File: src/rtl/hash_core_arbiter.sv
// rtl/hash_core_arbiter.sv - round-robin arbiter sharing one 32-bit hash core between byte-stream requesters
module hash_core_arbiter #(
    parameter int N_REQ   = 4,
    parameter int CNT_W   = 64,
    parameter int TIMEOUT = 1024
) (
    input  logic                       clk,
    input  logic                       rst,
    input  logic [N_REQ-1:0]           req,
    input  logic [N_REQ*CNT_W-1:0]     req_len,
    input  logic [N_REQ-1:0]           byte_valid,
    input  logic [N_REQ*8-1:0]         byte_data,
    output logic [N_REQ-1:0]           byte_ready,
    output logic [N_REQ-1:0]           done,
    output logic [N_REQ-1:0]           err,
    output logic [31:0]                digest_out,
    output logic [$clog2(N_REQ)-1:0]   grant_id,
    output logic                       busy,
    output logic                       core_M_valid,
    output logic [7:0]                 core_message,
    output logic [CNT_W-1:0]           core_counter,
    input  logic                       core_accept,
    input  logic                       core_hash_ready,
    input  logic [31:0]                core_digest
);
    localparam int GW   = $clog2(N_REQ);
    localparam int WD_W = $clog2(TIMEOUT);
    localparam logic [WD_W-1:0] WD_LAST = WD_W'(TIMEOUT - 1);

    typedef enum logic [1:0] {S_IDLE, S_STREAM, S_WAIT_DIG, S_DONE} state_t;

    state_t            state_q, state_d;
    logic [GW-1:0]     ptr_q, ptr_d;
    logic [GW-1:0]     grant_q, grant_d;
    logic [CNT_W-1:0]  rem_q, rem_d;
    logic [CNT_W-1:0]  cnt_q, cnt_d;
    logic [31:0]       digest_q, digest_d;
    logic [N_REQ-1:0]  err_q, err_d;
    logic [WD_W-1:0]   wd_q, wd_d;

    logic [CNT_W-1:0]  len_arr  [N_REQ];
    logic [7:0]        data_arr [N_REQ];

    for (genvar i = 0; i < N_REQ; i++) begin : g_unpack
        assign len_arr[i]  = req_len[i*CNT_W +: CNT_W];
        assign data_arr[i] = byte_data[i*8 +: 8];
    end

    // Round-robin pick: first pending requester after the last one served.
    logic          found;
    logic [GW-1:0] pick;
    logic [GW-1:0] cand;

    always_comb begin
        found = 1'b0;
        pick  = '0;
        cand  = '0;
        for (int k = 1; k <= N_REQ; k++) begin
            cand = GW'((int'(ptr_q) + k) % N_REQ);
            if (!found && req[cand]) begin
                found = 1'b1;
                pick  = cand;
            end
        end
    end

    logic hs;

    always_comb begin
        state_d      = state_q;
        ptr_d        = ptr_q;
        grant_d      = grant_q;
        rem_d        = rem_q;
        cnt_d        = cnt_q;
        digest_d     = digest_q;
        err_d        = '0;
        wd_d         = wd_q;
        hs           = 1'b0;
        byte_ready   = '0;
        done         = '0;
        core_M_valid = 1'b0;
        core_message = 8'h00;

        case (state_q)
            S_IDLE: begin
                if (found) begin
                    ptr_d = pick;
                    if (len_arr[pick] == '0) begin
                        err_d[pick] = 1'b1;
                    end else begin
                        grant_d = pick;
                        rem_d   = len_arr[pick];
                        cnt_d   = len_arr[pick];
                        state_d = S_STREAM;
                    end
                end
            end
            S_STREAM: begin
                core_M_valid        = byte_valid[grant_q];
                core_message        = data_arr[grant_q];
                hs                  = core_accept & byte_valid[grant_q];
                byte_ready[grant_q] = hs;
                if (hs) begin
                    rem_d = rem_q - CNT_W'(1);
                    if (rem_q == CNT_W'(1)) begin
                        wd_d    = '0;
                        state_d = S_WAIT_DIG;
                    end
                end
            end
            S_WAIT_DIG: begin
                if (core_hash_ready) begin
                    digest_d = core_digest;
                    state_d  = S_DONE;
                end else if (wd_q == WD_LAST) begin
                    err_d[grant_q] = 1'b1;
                    state_d        = S_IDLE;
                end else begin
                    wd_d = wd_q + WD_W'(1);
                end
            end
            S_DONE: begin
                done[grant_q] = 1'b1;
                state_d       = S_IDLE;
            end
            default: state_d = S_IDLE;
        endcase
    end

    always_ff @(posedge clk or posedge rst) begin
        if (rst) begin
            state_q  <= S_IDLE;
            ptr_q    <= GW'(N_REQ - 1);
            grant_q  <= '0;
            rem_q    <= '0;
            cnt_q    <= '0;
            digest_q <= '0;
            err_q    <= '0;
            wd_q     <= '0;
        end else begin
            state_q  <= state_d;
            ptr_q    <= ptr_d;
            grant_q  <= grant_d;
            rem_q    <= rem_d;
            cnt_q    <= cnt_d;
            digest_q <= digest_d;
            err_q    <= err_d;
            wd_q     <= wd_d;
        end
    end

    assign err          = err_q;
    assign busy         = (state_q != S_IDLE);
    assign digest_out   = digest_q;
    assign grant_id     = grant_q;
    assign core_counter = cnt_q;

endmodule
File: config.mk
export PLATFORM = sky130hd
export DESIGN_NAME = hash_core_arbiter
export DESIGN_NICKNAME = d
export VERILOG_FILES = /design/src/rtl/hash_core_arbiter.sv
export SDC_FILE = /design/constraint.sdc
export NUM_CORES = 1
export LEC_CHECK = 0
export ABC_CLOCK_PERIOD_IN_PS = 7020
export BUFFER_PORTS_ARGS = -buffer_cell sky130_fd_sc_hd__buf_4
export CAP_MARGIN = 20
export CORE_ASPECT_RATIO = 0.9
export CORE_MARGIN = 2
export CORE_UTILIZATION = 39
export CTS_BUF_LIST = sky130_fd_sc_hd__clkbuf_16
export CTS_CLUSTER_SIZE = 40
export DETAILED_ROUTE_END_ITERATION = 10
export PLACE_DENSITY = 0.67
export SETUP_SLACK_MARGIN = 0.15
export SYNTH_ARGS = -nofsm -noshare
export SYNTH_HDL_FRONTEND = slang
export SYNTH_SLANG_ARGS = --single-unit
File: constraint.sdc
create_clock -name clk -period 7.02 [get_ports clk]
set_input_delay 0.702 -clock clk [delete_from_list [all_inputs] [get_ports clk]]
set_output_delay 0.702 -clock clk [all_outputs]
set_load 0.01 [all_outputs]
After elaboration in Yosys (flattened, before gate mapping)

Index checks and enable logic that the tools add are counted.

Output and inout port bits: 120
Word-level logic and storage cells: 113
Input bits: 332
Register bits after elaboration: 180

Add/sub/neg operators: 6
Bitwise logic cells: 5
Mux-type cells: 53
Equality and inequality tests: 12
Magnitude comparators: 10
Reduce and logical (&&, ||, !) cells: 19

Operators with widths:

| cell                    | number |
|---|---|
| $mux W64                | 5 |
| $bmux W64 S2            | 1 |
| $pmux W64 S2            | 1 |
| $eq A64 B1 Y1 const B   | 1 |
| $logic_not A64 Y1       | 1 |
| $sub A64 B1 Y64 const B | 1 |
| $mux W10                | 4 |
| $mux W4                 | 6 |
| $mux W8                 | 3 |
| $mux W2                 | 10 |
| $pmux W10 S2            | 1 |
| $lt A2 B3 Y1 const B    | 6 |
| $bmux W8 S2             | 1 |
| $mux W1                 | 12 |
| $ne A2 B2 Y1 const B    | 6 |
| $add A10 B1 Y10 const B | 1 |
| $bmux W1 S2             | 5 |
| $eq A10 B10 Y1 const B  | 1 |
| $reduce_and A5 Y1       | 2 |
| $pmux W2 S4             | 1 |
| $pmux W4 S2             | 1 |
| $ge A3 B3 Y1 const B    | 2 |
| $not A2 Y3              | 2 |
| $reduce_bool A2 Y1      | 3 |
| 16 further kinds        | 28 |

Depth between registers and ports, before layout

Word-level depth: 21
Gate-level depth with buffers: 15
Mapped depth without buffers: 11

Least setup slack after synthesis

OpenSTA, ideal clock, no wires.

Path kind: input to register
From: input req[0]
To: register rem_q[53]
Data required time: 6,896 ps
Library setup time: 124 ps
Stages on the path: 13
Arrival time: 3,232 ps
Setup slack: 3,664 ps
Path buffers: 3
Cells stage by stage: a21o_1 > a31oi_1 > buf_4 > buf_4 > mux2i_1 > mux2i_1 > nor4_1 > nand4_1 > nor4_2 > nor2_1 > clkbuf_1 > and2_1 > a211o_1

Cells in the longest elaborated chain, start to end: 19
Elaborated cells on any way between the ends: 33
Classes of those cells: eq/ne: 2; mux: 22; bitwise: 1; reduce/logical: 8

Ends and longest elaborated chain:

| element                                                     | line   | source |
|---|---|---|
| start, declared                                             | 9      | `input logic [N_REQ-1:0] req,` |
| $bmux W1 S2                                                 | 60     | `if (!found && req[cand]) begin` |
| $mux W1 (not written as such)                               | 60     |  |
| $mux W1                                                     | 60     |  |
| $logic_not A1 Y1                                            | 60     |  |
| $logic_and A1 B1 Y1                                         | 60     |  |
| $mux W1                                                     | 60     |  |
| $logic_not A1 Y1                                            | 60     |  |
| $logic_and A1 B1 Y1                                         | 60     |  |
| [... 2 more ...]                                            | --     |  |
| $logic_and A1 B1 Y1                                         | 60     |  |
| $mux W2                                                     | 60     |  |
| $not A2 Y3 (not written as such)                            | 88, 92 |  |
| $bmux W64 S2                                                | 88, 92 |  |
| $mux W64 (not written as such) (2 in series)                | 88, 92 |  |
| $logic_not A64 Y1 or $mux W64 (tied branches)               | 88     | `if (len_arr[pick] == '0) begin` |
| $ne A2 B2 Y1 (no line) or $mux W64 (tied branches)          | --     |  |
| $reduce_and A4 Y1 (no line) or $pmux W64 S2 (tied branches) | --     |  |
| end signal, assigned                                        | 144    | `rem_q <= rem_d;` |
| end, declared                                               | 35     | `logic [CNT_W-1:0] rem_q, rem_d;` |

Several ways; a longest one is shown, not always the timed one. The select of a mux whose other input is x is not followed.
A chain may end at the register's enable or synchronous reset.

Worst setup path in the final report

From: register ptr_q[1]
To: register rem_q[4]

Cells in the longest elaborated chain, start to end: 20
Elaborated cells on any way between the ends: 37
Classes of those cells: add/sub: 4; eq/ne: 2; mux: 22; bitwise: 1; reduce/logical: 8

Ends and longest elaborated chain:

| element                                                     | line   | source |
|---|---|---|
| start, declared                                             | 33     | `logic [GW-1:0] ptr_q, ptr_d;` |
| start signal, assigned                                      | 133    | `ptr_q <= GW'(N_REQ - 1);` |
| start signal, assigned                                      | 142    | `ptr_q <= ptr_d;` |
| $add A2 B1 Y2                                               | 59     | `cand = GW'((int'(ptr_q) + k) % N_REQ);` |
| $bmux W1 S2                                                 | 60     |  |
| $mux W1 (not written as such)                               | 60     |  |
| $mux W1                                                     | 60     |  |
| $logic_not A1 Y1                                            | 60     |  |
| $logic_and A1 B1 Y1                                         | 60     |  |
| $mux W1                                                     | 60     |  |
| $logic_not A1 Y1                                            | 60     |  |
| [... 3 more ...]                                            | --     |  |
| $logic_and A1 B1 Y1                                         | 60     |  |
| $mux W2                                                     | 60     |  |
| $not A2 Y3 (not written as such)                            | 88, 92 |  |
| $bmux W64 S2                                                | 88, 92 |  |
| $mux W64 (not written as such) (2 in series)                | 88, 92 |  |
| $logic_not A64 Y1 or $mux W64 (tied branches)               | 88     |  |
| $ne A2 B2 Y1 (no line) or $mux W64 (tied branches)          | --     |  |
| $reduce_and A4 Y1 (no line) or $pmux W64 S2 (tied branches) | --     |  |

Several ways; a longest one is shown, not always the timed one. The select of a mux whose other input is x is not followed.

==> flow_metrics.tcl <==
set metrics [dict create \
    fin_setup_tns_ns 0 \
    start_util_pct 39.5 \
    grt_pass1_wl_um 70200 \
    worstMarginPinSlew_ns 1.03 \
    io_buffers 451 \
    postSynthAreaPerCell_um2 9.39 \
    p_int_mw 3.55 \
    cts.sinks 180 \
    combPwrFrac_pct 53.7 \
    layout-drive-gt1-share_pct 35.5 \
    drt_first_pass_iters 6 \
    p_seq_share_pct 30.9 \
    ys_types 59 \
    mostFrequentLayoutCell "buf_4" \
    endpoint_kind "flip-flop" \
    clkPwrFrac_pct 15.3 \
    clockRootBuffer "clkbuf_16" \
    hold_viol 0 \
    synth_nets 1504 \
    num_vias 11300 \
    drv_cap 0 \
    wl_per_cell_um 24.3 \
    grt_pass1_vias 11200 \
    required_ns 7.37 \
    core_um2 27800 \
    cts_tree "yes" \
    grt.overflow.total 0 \
    fmax_ghz 0.182 \
    drt_iter0_markers 1277 \
    antenna_found_initial 0 \
    yosys_warnings 0 \
    syn_area_um2 11000 \
    rsz0062_at_grt "no" \
    antenna_left 0 \
    synth-seq-cells 180 \
    setup_violations 0 \
    diodes 0 \
    async_flop_share_pct 100 \
    swShare_pct 45.4 \
    track_usage_pct 31.6 \
    ioPinCount 452 \
    hold_buffers 0 \
    dp.cells 1928 \
    synth-edff-count 0 \
    hold_path.class "input pin to asynchronous set/reset pin" \
    timing.final.crit_share_pct 78.2 \
    regToRegSetupSlack_ns 1.53 \
    dieWidth_um 181 \
    arrival_ns 5.84 \
    die_h_um 163 \
    cts_buffers 17 \
    wirelength_um 47700 \
    die_area_um2 29500 \
    power_density_nw_per_um2 423 \
    post-route-util_pct 55.2 \
    ir_drop_mv 0.209 \
    htreeDepth 4 \
    cp-start-kind "flip-flop" \
    status "finished clean" \
    clk_path_buf_depth 2 \
    p_leak_nw 7.44 \
    seq_area_frac_synth_pct 41.0 \
    cts_setup_buffers 0 \
    skew_ns 0.0172 \
    period_needed_ns 5.49 \
    syn-instance-count 1169 \
    grt_max_degree 85 \
    cts_resized 0 \
    whs_ns 0.370 \
    synth_flop_cell "dfrtp_1" \
    switchingPower_mw 2.95 \
    place.gp.congestion 0.970 \
    cts.clk_slew.worst_paths_ns 0.08 \
    slew_viol_final 0 \
    hpwlAfterDp_um 37900 \
    clk_latency_ns 0.46 \
    worst-path-max-fanout 42 \
    std_cell_rows 58 \
    crit_type "flip-flop to flip-flop" \
    area_growth_pct 39.6 \
    final_cell_mix "buf_4 (469), mux2i_1 (195), dfrtp_1 (178)" \
    drc 0 \
    timing.slew.headroom_pct 31.2 \
    viasPerCell 5.77 \
    nets 1924 \
    final_cells 1962 \
]
-- Yosys cell counts, types with 6 or more instances --
| cell type | number | share of area [%] |
|---|---|---|
| nor4_1 | 25 | 1.4 |
| nand4_1 | 15 | 0.85 |
| or3_1 | 12 | 0.68 |
| inv_1 | 19 | 0.65 |
| mux2i_1 | 195 | 18 |
| o31ai_1 | 9 | 0.62 |
| mux2_2 | 36 | 3.7 |
| a21o_1 | 11 | 0.75 |
| o22ai_1 | 7 | 0.40 |
| and2_1 | 14 | 0.80 |
| a31oi_1 | 12 | 0.68 |
| nor2_1 | 116 | 4.0 |
| nand3_1 | 26 | 1.2 |
| nor3_1 | 43 | 2.0 |
| dfrtp_1 | 178 | 41 |
| o211ai_1 | 6 | 0.41 |
| nand2_1 | 157 | 5.4 |
| buf_2 | 14 | 0.64 |
| a22o_1 | 10 | 0.80 |
| clkbuf_1 | 38 | 1.3 |
| mux4_2 | 9 | 1.8 |
| a311oi_1 | 13 | 1.0 |
| a21oi_1 | 44 | 2.0 |
| buf_4 | 16 | 1.1 |
| nand2b_1 | 23 | 1.3 |
| o21ai_0 | 44 | 2.0 |
-- sequential cells by signal, summed over array words and instances, names as in the netlist --
| signal | cells |
|---|---|
| core_counter | 64 |
| digest_out | 32 |
| err | 4 |
| grant_id | 2 |
| ptr_q | 2 |
| rem_q | 64 |
| state_q | 2 |
| wd_q | 10 |
-- through the flow --
stage | total power [mW] | area, um^2 | setup slack, ns
after floorplan | 4.01 | 11000 | 1.43
after global placement | 5.38 | 14700 | 1.36
after detailed placement | 5.45 | 14700 | 1.28
after CTS | 6.44 | 15300 | 1.57
after global routing | 6.86 | 15300 | 1.27
final | 6.49 | 15300 | 1.53
-- power by group through the flow --
stage | combinational (mW) | sequential [mW] | clock, mW
2_1_floorplan | 2.02 | 1.99 | 0
3_3_place_gp | 3.39 | 1.98 | 0
3_5_place_dp | 3.45 | 2.00 | 0
4_1_cts | 3.45 | 1.99 | 1.00
5_1_grt | 3.75 | 2.07 | 1.05
6_report | 3.49 | 2.01 | 0.996
-- cell type report --
type / instances / area (um^2)
clock buffers: 17 / 425
clock inverters: 15 / 189
fillers: 2545 / 12500
inverters: 19 / 76.3
multi-input cells: 897 / 6070
flip-flops and latches: 180 / 4510
well taps: 360 / 450
repair buffers: 474 / 3610
-- logic make-up (layout without fill, tap and decap cells) --
logic type / Yosys count / after routing / share of synthesized area [%]
muxes: 240 / 240 / 23.3
DFF: 180 / 180 / 41.0
and+or+nand+nor: 458 / 458 / 19.3
buffers and inverters: 92 / 525 / 4.16
AOI/OAI and AO/OA: 196 / 196 / 11.8
adders and majority gates: 3 / 3 / 0.342
-- critical path, cell delays in order (launching register included) --
cell and delay [ns]:
dfstp_2 0.61, nand3b_1 0.13, a31oi_4 0.84, buf_4 0.47
mux2i_1 0.22, mux2i_1 0.21, nor4_1 0.43, nand4_1 0.18
nor4_2 0.70, nand2b_2 0.86, buf_12 0.32, nor2_1 0.10
a311oi_1 0.26
-- metal layers --
layer	vias to the layer above	wire length (um)	part of all wire (%)	global-route usage, %
met5	-	0	0	0
met4	0	1800	3.8	12.1
met3	95	4360	9.1	8.32
met2	627	21600	45	48.8
met1	5519	19900	42	42.5
li1	5086	-	-	-
-- worst paths after layout --
check	from	endpoint	cells after the start
max reg2reg	ptr_q[1]	rem_q[4]	12
min in group clk	core_digest[5]	digest_out[5]	2
min reg2reg	core_counter[34]	core_counter[34]	2
max in group asynchronous	rst	core_counter[48]	3
max	ptr_q[1]	rem_q[4]	12
min	rst	digest_out[8]	2
(Power assumes the default switching activity.)
